### src/rtl/alu_pkg.sv
// Shared constants for the ALU issue controller: ALU op codes, MIPS opcode/funct
// encodings and the issue FSM state type.
package alu_pkg;

    localparam logic [3:0] ALUC_ADDU = 4'b0000;
    localparam logic [3:0] ALUC_SUBU = 4'b0001;
    localparam logic [3:0] ALUC_ADD  = 4'b0010;
    localparam logic [3:0] ALUC_SUB  = 4'b0011;
    localparam logic [3:0] ALUC_AND  = 4'b0100;
    localparam logic [3:0] ALUC_OR   = 4'b0101;
    localparam logic [3:0] ALUC_XOR  = 4'b0110;
    localparam logic [3:0] ALUC_NOR  = 4'b0111;
    localparam logic [3:0] ALUC_LUI  = 4'b1000;
    localparam logic [3:0] ALUC_SLTU = 4'b1010;
    localparam logic [3:0] ALUC_SLT  = 4'b1011;
    localparam logic [3:0] ALUC_SRA  = 4'b1100;
    localparam logic [3:0] ALUC_SRL  = 4'b1101;
    localparam logic [3:0] ALUC_SLL  = 4'b1110;

    localparam logic [5:0] OP_RTYPE = 6'h00;
    localparam logic [5:0] OP_BEQ   = 6'h04;
    localparam logic [5:0] OP_BNE   = 6'h05;
    localparam logic [5:0] OP_ADDI  = 6'h08;
    localparam logic [5:0] OP_ADDIU = 6'h09;
    localparam logic [5:0] OP_SLTI  = 6'h0A;
    localparam logic [5:0] OP_SLTIU = 6'h0B;
    localparam logic [5:0] OP_ANDI  = 6'h0C;
    localparam logic [5:0] OP_ORI   = 6'h0D;
    localparam logic [5:0] OP_XORI  = 6'h0E;
    localparam logic [5:0] OP_LUI   = 6'h0F;

    localparam logic [5:0] FN_SLL  = 6'h00;
    localparam logic [5:0] FN_SRL  = 6'h02;
    localparam logic [5:0] FN_SRA  = 6'h03;
    localparam logic [5:0] FN_SLLV = 6'h04;
    localparam logic [5:0] FN_SRLV = 6'h06;
    localparam logic [5:0] FN_SRAV = 6'h07;
    localparam logic [5:0] FN_ADD  = 6'h20;
    localparam logic [5:0] FN_ADDU = 6'h21;
    localparam logic [5:0] FN_SUB  = 6'h22;
    localparam logic [5:0] FN_SUBU = 6'h23;
    localparam logic [5:0] FN_AND  = 6'h24;
    localparam logic [5:0] FN_OR   = 6'h25;
    localparam logic [5:0] FN_XOR  = 6'h26;
    localparam logic [5:0] FN_NOR  = 6'h27;
    localparam logic [5:0] FN_SLT  = 6'h2A;
    localparam logic [5:0] FN_SLTU = 6'h2B;

    typedef enum logic [1:0] {
        IDLE = 2'd0,
        EXEC = 2'd1,
        DONE = 2'd2
    } state_t;

endpackage

### src/rtl/alu_decode.sv
// Combinational MIPS decode: opcode/funct/shamt/imm/rs/rt -> ALU operands,
// op code and writeback/trap/illegal attributes.
module alu_decode
    import alu_pkg::*;
#(
    parameter int DATA_W  = 32,
    parameter int SHAMT_W = 5
) (
    input  logic [5:0]         opcode,
    input  logic [5:0]         funct,
    input  logic [SHAMT_W-1:0] shamt,
    input  logic [15:0]        imm,
    input  logic [DATA_W-1:0]  rs_val,
    input  logic [DATA_W-1:0]  rt_val,
    output logic [DATA_W-1:0]  a,
    output logic [DATA_W-1:0]  b,
    output logic [3:0]         aluc,
    output logic               wb_en,
    output logic               trap_ovf,
    output logic               illegal
);

    logic [DATA_W-1:0] imm_sext;
    logic [DATA_W-1:0] imm_zext;
    logic [DATA_W-1:0] shamt_ext;
    logic              legal;

    assign imm_sext  = {{(DATA_W-16){imm[15]}}, imm};
    assign imm_zext  = {{(DATA_W-16){1'b0}}, imm};
    assign shamt_ext = {{(DATA_W-SHAMT_W){1'b0}}, shamt};

    always_comb begin
        legal    = 1'b1;
        trap_ovf = 1'b0;
        wb_en    = 1'b1;
        a        = rs_val;
        b        = rt_val;
        aluc     = ALUC_ADDU;
        if (opcode == OP_RTYPE) begin
            case (funct)
                FN_ADD:  begin aluc = ALUC_ADD; trap_ovf = 1'b1; end
                FN_ADDU: aluc = ALUC_ADDU;
                FN_SUB:  begin aluc = ALUC_SUB; trap_ovf = 1'b1; end
                FN_SUBU: aluc = ALUC_SUBU;
                FN_AND:  aluc = ALUC_AND;
                FN_OR:   aluc = ALUC_OR;
                FN_XOR:  aluc = ALUC_XOR;
                FN_NOR:  aluc = ALUC_NOR;
                FN_SLT:  aluc = ALUC_SLT;
                FN_SLTU: aluc = ALUC_SLTU;
                // Constant shifts carry the amount in operand a
                FN_SLL:  begin aluc = ALUC_SLL; a = shamt_ext; end
                FN_SRL:  begin aluc = ALUC_SRL; a = shamt_ext; end
                FN_SRA:  begin aluc = ALUC_SRA; a = shamt_ext; end
                FN_SLLV: aluc = ALUC_SLL;
                FN_SRLV: aluc = ALUC_SRL;
                FN_SRAV: aluc = ALUC_SRA;
                default: legal = 1'b0;
            endcase
        end else begin
            case (opcode)
                OP_ADDI:  begin aluc = ALUC_ADD; b = imm_sext; trap_ovf = 1'b1; end
                OP_ADDIU: begin aluc = ALUC_ADDU; b = imm_sext; end
                OP_SLTI:  begin aluc = ALUC_SLT;  b = imm_sext; end
                OP_SLTIU: begin aluc = ALUC_SLTU; b = imm_sext; end
                OP_ANDI:  begin aluc = ALUC_AND;  b = imm_zext; end
                OP_ORI:   begin aluc = ALUC_OR;   b = imm_zext; end
                OP_XORI:  begin aluc = ALUC_XOR;  b = imm_zext; end
                OP_LUI:   begin aluc = ALUC_LUI;  b = imm_zext; end
                // Branch compares only need the zero flag of rs-rt
                OP_BEQ, OP_BNE: begin aluc = ALUC_SUB; wb_en = 1'b0; end
                default:  legal = 1'b0;
            endcase
        end
        if (!legal) begin
            a        = '0;
            b        = '0;
            aluc     = ALUC_ADDU;
            wb_en    = 1'b0;
            trap_ovf = 1'b0;
        end
        illegal = !legal;
    end

endmodule

### src/rtl/alu_issue_ctrl.sv
// Issue controller for a combinational 32-bit ALU: accept, register operands,
// capture result/flags, hold until consumed. Optional overflow trap: TRAP_OVF_EN.
module alu_issue_ctrl
    import alu_pkg::*;
#(
    parameter int DATA_W  = 32,
    parameter int SHAMT_W = 5
) (
    input  logic               clk,
    input  logic               rst_n,
    input  logic               in_valid,
    output logic               in_ready,
    input  logic [5:0]         in_opcode,
    input  logic [5:0]         in_funct,
    input  logic [SHAMT_W-1:0] in_shamt,
    input  logic [15:0]        in_imm,
    input  logic [DATA_W-1:0]  in_rs_val,
    input  logic [DATA_W-1:0]  in_rt_val,
    output logic [DATA_W-1:0]  alu_a,
    output logic [DATA_W-1:0]  alu_b,
    output logic [3:0]         alu_aluc,
    input  logic [DATA_W-1:0]  alu_r,
    input  logic               alu_zero,
    input  logic               alu_carry,
    input  logic               alu_negative,
    input  logic               alu_overflow,
    output logic               out_valid,
    input  logic               out_ready,
    output logic [DATA_W-1:0]  out_result,
    output logic [3:0]         out_flags,
    output logic               out_wb_en,
    output logic               out_exc_ovf,
    output logic               out_illegal
);

`ifdef TRAP_OVF_EN
    localparam bit TRAP_EN = 1'b1;
`else
    localparam bit TRAP_EN = 1'b0;
`endif

    state_t state_reg;
    state_t state_next;
    logic   accept;
    logic   capture;

    logic [DATA_W-1:0] dec_a;
    logic [DATA_W-1:0] dec_b;
    logic [3:0]        dec_aluc;
    logic              dec_wb_en;
    logic              dec_trap_ovf;
    logic              dec_illegal;

    logic wb_attr_reg;
    logic trap_attr_reg;
    logic illegal_attr_reg;
    logic trap_hit;

    alu_decode #(
        .DATA_W  (DATA_W),
        .SHAMT_W (SHAMT_W)
    ) u_decode (
        .opcode   (in_opcode),
        .funct    (in_funct),
        .shamt    (in_shamt),
        .imm      (in_imm),
        .rs_val   (in_rs_val),
        .rt_val   (in_rt_val),
        .a        (dec_a),
        .b        (dec_b),
        .aluc     (dec_aluc),
        .wb_en    (dec_wb_en),
        .trap_ovf (dec_trap_ovf),
        .illegal  (dec_illegal)
    );

    always_ff @(posedge clk or negedge rst_n) begin
        if (!rst_n) begin
            state_reg <= IDLE;
        end else begin
            state_reg <= state_next;
        end
    end

    always_comb begin
        state_next = state_reg;
        accept     = 1'b0;
        capture    = 1'b0;
        case (state_reg)
            IDLE: begin
                if (in_valid) begin
                    accept     = 1'b1;
                    state_next = EXEC;
                end
            end
            EXEC: begin
                capture    = 1'b1;
                state_next = DONE;
            end
            DONE: begin
                if (out_ready) begin
                    state_next = IDLE;
                end
            end
            default: state_next = IDLE;
        endcase
    end

    assign in_ready  = (state_reg == IDLE);
    assign out_valid = (state_reg == DONE);

    // Trapping suppresses writeback; the flags themselves are captured unchanged
    assign trap_hit = TRAP_EN & trap_attr_reg & alu_overflow;

    always_ff @(posedge clk or negedge rst_n) begin
        if (!rst_n) begin
            alu_a            <= '0;
            alu_b            <= '0;
            alu_aluc         <= '0;
            wb_attr_reg      <= 1'b0;
            trap_attr_reg    <= 1'b0;
            illegal_attr_reg <= 1'b0;
            out_result       <= '0;
            out_flags        <= '0;
            out_wb_en        <= 1'b0;
            out_exc_ovf      <= 1'b0;
            out_illegal      <= 1'b0;
        end else begin
            if (accept) begin
                alu_a            <= dec_a;
                alu_b            <= dec_b;
                alu_aluc         <= dec_aluc;
                wb_attr_reg      <= dec_wb_en;
                trap_attr_reg    <= dec_trap_ovf;
                illegal_attr_reg <= dec_illegal;
            end
            if (capture) begin
                out_result  <= alu_r;
                out_flags   <= {alu_zero, alu_carry, alu_negative, alu_overflow};
                out_wb_en   <= wb_attr_reg & ~trap_hit;
                out_exc_ovf <= trap_hit;
                out_illegal <= illegal_attr_reg;
            end
        end
    end

endmodule
### config.mk
export PLATFORM = sky130hd
export DESIGN_NAME = alu_issue_ctrl
export DESIGN_NICKNAME = d
export VERILOG_FILES = /design/src/rtl/alu_pkg.sv /design/src/rtl/alu_decode.sv /design/src/rtl/alu_issue_ctrl.sv
export SDC_FILE = /design/constraint.sdc
export NUM_CORES = 1
export LEC_CHECK = 0
export CELL_PAD_IN_SITES_DETAIL_PLACEMENT = 1
export CELL_PAD_IN_SITES_GLOBAL_PLACEMENT = 2
export CORE_MARGIN = 4
export CORE_UTILIZATION = 27
export DETAILED_ROUTE_END_ITERATION = 6
export GPL_TIMING_DRIVEN = 0
export PLACE_DENSITY_LB_ADDON = 0.1
export SYNTH_ARGS = -nofsm -noshare
export SYNTH_HDL_FRONTEND = slang
export SYNTH_HIERARCHICAL = 1
export SYNTH_SLANG_ARGS = --single-unit
### constraint.sdc
create_clock -name clk -period 1.8 [get_ports clk]
set_input_delay 0.45 -clock clk [delete_from_list [all_inputs] [get_ports clk]]
set_output_delay 0.45 -clock clk [all_outputs]
set_load 0.02 [all_outputs]
==> flow_metrics.env, run 1 <==
export IMPL_combPwrFrac_pct=47.3
export IMPL_pin_count=246
export IMPL_maxSlewViolCount=0
export IMPL_syn_to_final_growth_pct=56.71
export IMPL_cp_slowest_cell="clkdlybuf4s50_1"
export IMPL_antenna_cells=0
export IMPL_critPathRequiredTime_ns=1.35
export IMPL_placed_cells=968
export IMPL_cp_cell_sequence="clkdlybuf4s50_1"
export IMPL_cp_max_fo=2
export IMPL_path_class="reg2out"
export IMPL_critPathCaptureType="primary output"
export IMPL_vias_per_cell=4.515
export IMPL_fmax_ghz=0.5652
export IMPL_rsz0062_at_grt="yes"
export IMPL_power_leakage_nw=4.509
export IMPL_synth_fp_nets=589
export IMPL_reg2reg_depth=4
export IMPL_worstHoldPathType="in2async"
export IMPL_numCtsBuffers=9
export IMPL_met1_length_mm=8.395
export IMPL_crit_family="buffers and inverters"
export IMPL_hold_viol_final=2
export IMPL_fill_cells=2253
export IMPL_finalNonFillerCells=990
export IMPL_fin_crit_ns=1.769
export IMPL_die_x_um=154.3
export IMPL_reg_largest_list="alu_a: 32 flops, alu_b: 32 flops, out_result: 32 flops"
export IMPL_port_buffers=240
export IMPL_synth_avg_cell_area_sq_um=12.78
export IMPL_gp_congestion=0.7653
export IMPL_seqPwrFrac_pct=34.2
export IMPL_ant_nets=0
export IMPL_drt_pass1_iterations=4
export IMPL_htree_levels=3
export IMPL_clk_latency_ns=0.35
export IMPL_dr_wl_met2_mm=9.185
export IMPL_die_area_sq_um=23800
export IMPL_crit_arrival_ns=1.32
export IMPL_cpPeakStageDelay_ns=0.61
export IMPL_rows=53
export IMPL_detailed_place_hpwl_mm=14.43
export IMPL_final_common_cell="clkdlybuf4s50_1"
export IMPL_cts_tree="yes"
export IMPL_grt_max_degree=72
export IMPL_switching_share_pct=35.38
export IMPL_num_vias=4470
export IMPL_wl_met3_um=893
export IMPL_drv_cap=0
export IMPL_setup_viol=0
export IMPL_fin_skew_ns=0.009380
export IMPL_setup_tns_ns=0
export IMPL_core_sq_um=21020
export IMPL_clk_pin_slew_ns=0.08
export IMPL_internal_power_w=0.006929
export IMPL_cellPowerDensity_nw_per_um2=1184
export IMPL_drt_iter0_drc=127
export IMPL_drive_gt1_share_pct=29.09
export IMPL_drcViolationCount=0
export IMPL_yosysWarnings=6
export IMPL_irDropWorstVdd_v=0.0004273
export IMPL_root_buffer="clkbuf_16"
export IMPL_clkPwrFrac_pct=18.5
export IMPL_first_global_vias=5001
export IMPL_fin_nets=847
export IMPL_violations="negative hold slack"
export IMPL_p_sw_w=0.003793
export IMPL_grt_pass1_wl_mm=29.28
export IMPL_routed_wl_mm=18.74
export IMPL_startpoint_type="flop"
export IMPL_routedWlPerCell_um=18.93
export IMPL_cp_depth=1
export IMPL_overflow=0
export IMPL_die_h_um=154.3
export IMPL_netlist_area_sq_um=5778
export IMPL_antenna_found_initial=0
export IMPL_ctsHoldBuffers=0
export IMPL_critPathBufInv=1
export IMPL_initial_utilization_pct=27.49
export IMPL_top_layer="met4"
export IMPL_period_share_pct=98.29
export IMPL_hold_slack_ns=-0.003458
export IMPL_clock_path_buffers=2
export IMPL_cts_num_sinks=110
export IMPL_final_cell_mix="clkdlybuf4s50_1, dfrtp_1, mux2_4, dlygate4sd2_1, nand2_1"
export IMPL_synthCells=452
export IMPL_outcome="finished with violations"
export IMPL_grt_total_usage_pct=15.46
[final timing paths]
path,start,end,slack [ns]
min in group clk,out_result[1],out_result[1],0.50
max in group asynchronous,rst_n,state_reg[0],1.08
hold reg to reg,out_result[1],out_result[1],0.50
setup reg to reg,state_reg[0],alu_b[31],0.31
setup / recovery,alu_b[5],alu_b[5],0.03
hold / removal,rst_n,alu_b[13],-0.003
[layer usage]
metal	GRT usage, %	vias to the layer above
li1	-	2111
met1	20.29	2211
met2	25.79	134
met3	3.162	14
met4	4.626	0
met5	0	-
[per-stage QoR]
stage / utilization [%] / setup WS [ns] / cell area, sq um / hold WS [ns] / power [W]
finish: 43.07 / 0.03077 / 9055 / -0.003458 / 0.01072
global route: 43.07 / -0.008491 / 9055 / 0.01365 / 0.01132
CTS: 42.49 / 0.0003746 / 8932 / 0.01257 / 0.01100
detailed placement: 40.82 / -1.002 / 8581 / 0.3976 / 0.009216
global placement: 40.68 / -4.283 / 8552 / 0.4855 / 0.009100
floorplan: - / -0.01912 / 5806 / 0.1544 / 0.006750
[timing repair]
action	CTS	global route
gates resized for setup	111	47
pin swaps	8	3
endpoints found under the setup margin	137	74
buffers inserted	6	1
gates cloned	0	0
[power by group through the flow]
stage	clock network, W	registers, W	logic (W)
after floorplan	0	0.00463	0.00212
after global placement	0	0.00370	0.00540
after detailed placement	0	0.00375	0.00546
after CTS	0.00208	0.00369	0.00522
after global routing	0.00219	0.00378	0.00535
final	0.00198	0.00367	0.00507
[cell type report]
type / instances / area (sq um) / area share (%)
Inverter: 4 / 15.01 / 0.1658
Timing Repair Buffer: 248 / 2484 / 27.43
Clock buffer: 10 / 239.0 / 2.639
Multi-Input combinational cell: 303 / 2783 / 30.73
Tap cell: 275 / 344.1 / 3.800
Buffer: 34 / 380.4 / 4.201
Sequential cell: 110 / 2754 / 30.41
Clock inverter: 6 / 56.30 / 0.6218
(Power assumes the default switching activity.)
==> run 2: changes to the inputs <==
PLACE_DENSITY = 0.88   (was default)
PLACE_DENSITY_LB_ADDON = default   (was 0.1)
==> run 2 against run 1 <==
  * The flow now finishes without violations
  * Clock-buffer cell count stayed put
  * Global-route usage is 0.19 points higher
  * Critical endpoint is now alu_b[28]
  * Die area stayed put
  * Critical path type is now in2reg
==> flow_metrics.env, run 2 (synthesis gave the netlist of run 1 again) <==
export IMPL_final_cell_area_sq_um=9109
export IMPL_cp_slowest_cell="dlygate4sd2_1"
export IMPL_setup_viol=0
export IMPL_critPathCaptureType="flop"
export IMPL_gp_congestion=0.7906
export IMPL_antenna_cells=0
export IMPL_r2r_start="state_reg[1]"
export IMPL_critPathBufInv=4
export IMPL_die_h_um=154.3
export IMPL_maxSlewViolCount=0
export IMPL_cp_max_fo=10
export IMPL_path_class="in2reg"
export IMPL_grt_util_met2_pct=27.85
export IMPL_ant_nets=0
export IMPL_num_vias=4527
export IMPL_r2r_slack_ns=0.29
export IMPL_grt_max_degree=69
export IMPL_clk_pin_slew_ns=0.08
export IMPL_placed_area_sq_um=8577
export IMPL_reg_largest_list="alu_a: 32 flops, alu_b: 32 flops, out_result: 32 flops"
export IMPL_max_slew_margin_rel_pct=39.89
export IMPL_crit_family="buffers and inverters"
export IMPL_antenna_found_initial=0
export IMPL_initial_utilization_pct=27.49
export IMPL_cts_tree="yes"
export IMPL_irDropWorstVdd_v=0.0004086
export IMPL_setup_tns_ns=0
export IMPL_syn_to_final_growth_pct=57.64
export IMPL_cellPowerDensity_nw_per_um2=1190
export IMPL_critPathMostFrequentCell="buf_12"
export IMPL_pin_count=246
export IMPL_final_common_cell="clkdlybuf4s50_1"
export IMPL_cts_num_sinks=110
export IMPL_grt_busiest_layer="met2"
export IMPL_drt_iter0_drc=86
export IMPL_drcViolationCount=0
export IMPL_drt_pass1_iterations=4
export IMPL_port_buffers=240
export IMPL_critPathRequiredTime_ns=2.03
export IMPL_total_power_w=0.01084
export IMPL_worst_pin_slew_ns=0.9017
export IMPL_fmax_ghz=0.5679
export IMPL_numCtsBuffers=9
export IMPL_grt_total_usage_pct=15.65
export IMPL_cpPeakStageDelay_ns=0.28
export IMPL_outcome="complete, no violations"
export IMPL_clk_latency_ns=0.36
export IMPL_detailed_place_hpwl_mm=14.77
export IMPL_startpoint="in_funct[5]"
export IMPL_first_global_vias=5075
export IMPL_met1_usage_pct=19.71
export IMPL_grt_pass1_wl_mm=29.56
export IMPL_ctsHoldBuffers=0
export IMPL_overflow=0
export IMPL_die_x_um=154.3
export IMPL_clock_path_buffers=2
export IMPL_cp_cell_sequence="dlygate4sd2_1, buf_6, nor2b_4, nor3_4, o31ai_4, buf_12, buf_12, a21oi_2, mux2_4"
export IMPL_drv_cap=0
export IMPL_hold_viol_final=0
export IMPL_crit_arrival_ns=1.99
export IMPL_final_cell_mix="clkdlybuf4s50_1, dfrtp_1, mux2_4, dlygate4sd2_1, nand2_1"
export IMPL_fin_crit_ns=1.761
export IMPL_fin_nets=854
export IMPL_htree_levels=3
export IMPL_drive_gt1_share_pct=29.64
export IMPL_worstHoldPathType="in2async"
export IMPL_root_buffer="clkbuf_16"
export IMPL_rows=53
export IMPL_power_leakage_nw=4.562
export IMPL_vias_per_cell=4.541
export IMPL_fin_skew_ns=0.01799
export IMPL_die_area_sq_um=23800
export IMPL_routed_wl_mm=19.33
export IMPL_routedWlPerCell_um=19.39
export IMPL_core_sq_um=21020
export IMPL_startpoint_type="input pin"
export IMPL_period_share_pct=97.83
export IMPL_met3_usage_pct=2.350
run 2: cell count changes in the layout (fill, tap and decap cells not counted), sizes merged, moves of 2 or more:
cell / delta
buf: +6
inv: +3
clkdlybuf4s50: +2
clkinvlp: -2
run 2: final cells by class:
| cell class | count | area (sq um) |
|---|---|---|
| Buffer | 34 | 395.4 |
| Clock buffer | 10 | 239.0 |
| Clock inverter | 6 | 58.81 |
| Fill cell | 2291 | 11910 |
| Inverter | 4 | 15.01 |
| Multi-Input combinational cell | 303 | 2768 |
| Sequential cell | 110 | 2754 |
| Tap cell | 275 | 344.1 |
| Timing Repair Buffer | 255 | 2535 |
run 2: final timing paths:
kind / end / depth (start not counted)
worst max-delay path: alu_b[28] / 9
worst min-delay path: out_result[21] / 1
worst max register to register: alu_a[26] / 4
worst min register to register: out_result[19] / 1
max in group asynchronous: alu_aluc[1] / 2
min in group clk: out_result[19] / 1
run 2: what timing repair did:
| item | CTS | global route |
|---|---|---|
| pin swaps | 8 | 2 |
| gates cloned | 1 | 0 |
| endpoints found under the setup margin | 137 | 65 |
| setup buffers | 8 | 5 |
| gates resized for setup | 112 | 41 |
run 2: per-stage QoR:
| step | instances | worst slack [ns] | util, % | hold WS (ns) |
|---|---|---|---|---|
| after floorplan | 452 | -0.01912 | - | 0.1544 |
| after global placement | 967 | -3.958 | 40.68 | 0.4886 |
| after detailed placement | 968 | -1.031 | 40.80 | 0.4918 |
| after CTS | 992 | 0.0002409 | 42.65 | 0.2468 |
| after global routing | 997 | -0.01368 | 43.33 | 0.2915 |
| final | 997 | 0.03900 | 43.33 | 0.2247 |
run 2: power by group:
group / internal (W) / leakage [nW] / switching (W)
clock: 0.00101 / 0.143 / 0.00100
sequential: 0.00326 / 1.42 / 0.000438
combinational: 0.00270 / 3.00 / 0.00243
total: 0.00697 / 4.56 / 0.00387
run 2: per-layer routing:
layer | share of wire [%] | up-vias | routed length (um)
met2 | 53 | 122 | 10150
met1 | 42 | 2270 | 8105
met3 | 3.9 | 18 | 760
met5 | 0 | - | 0
li1 | - | 2117 | -
met4 | 1.6 | 0 | 312
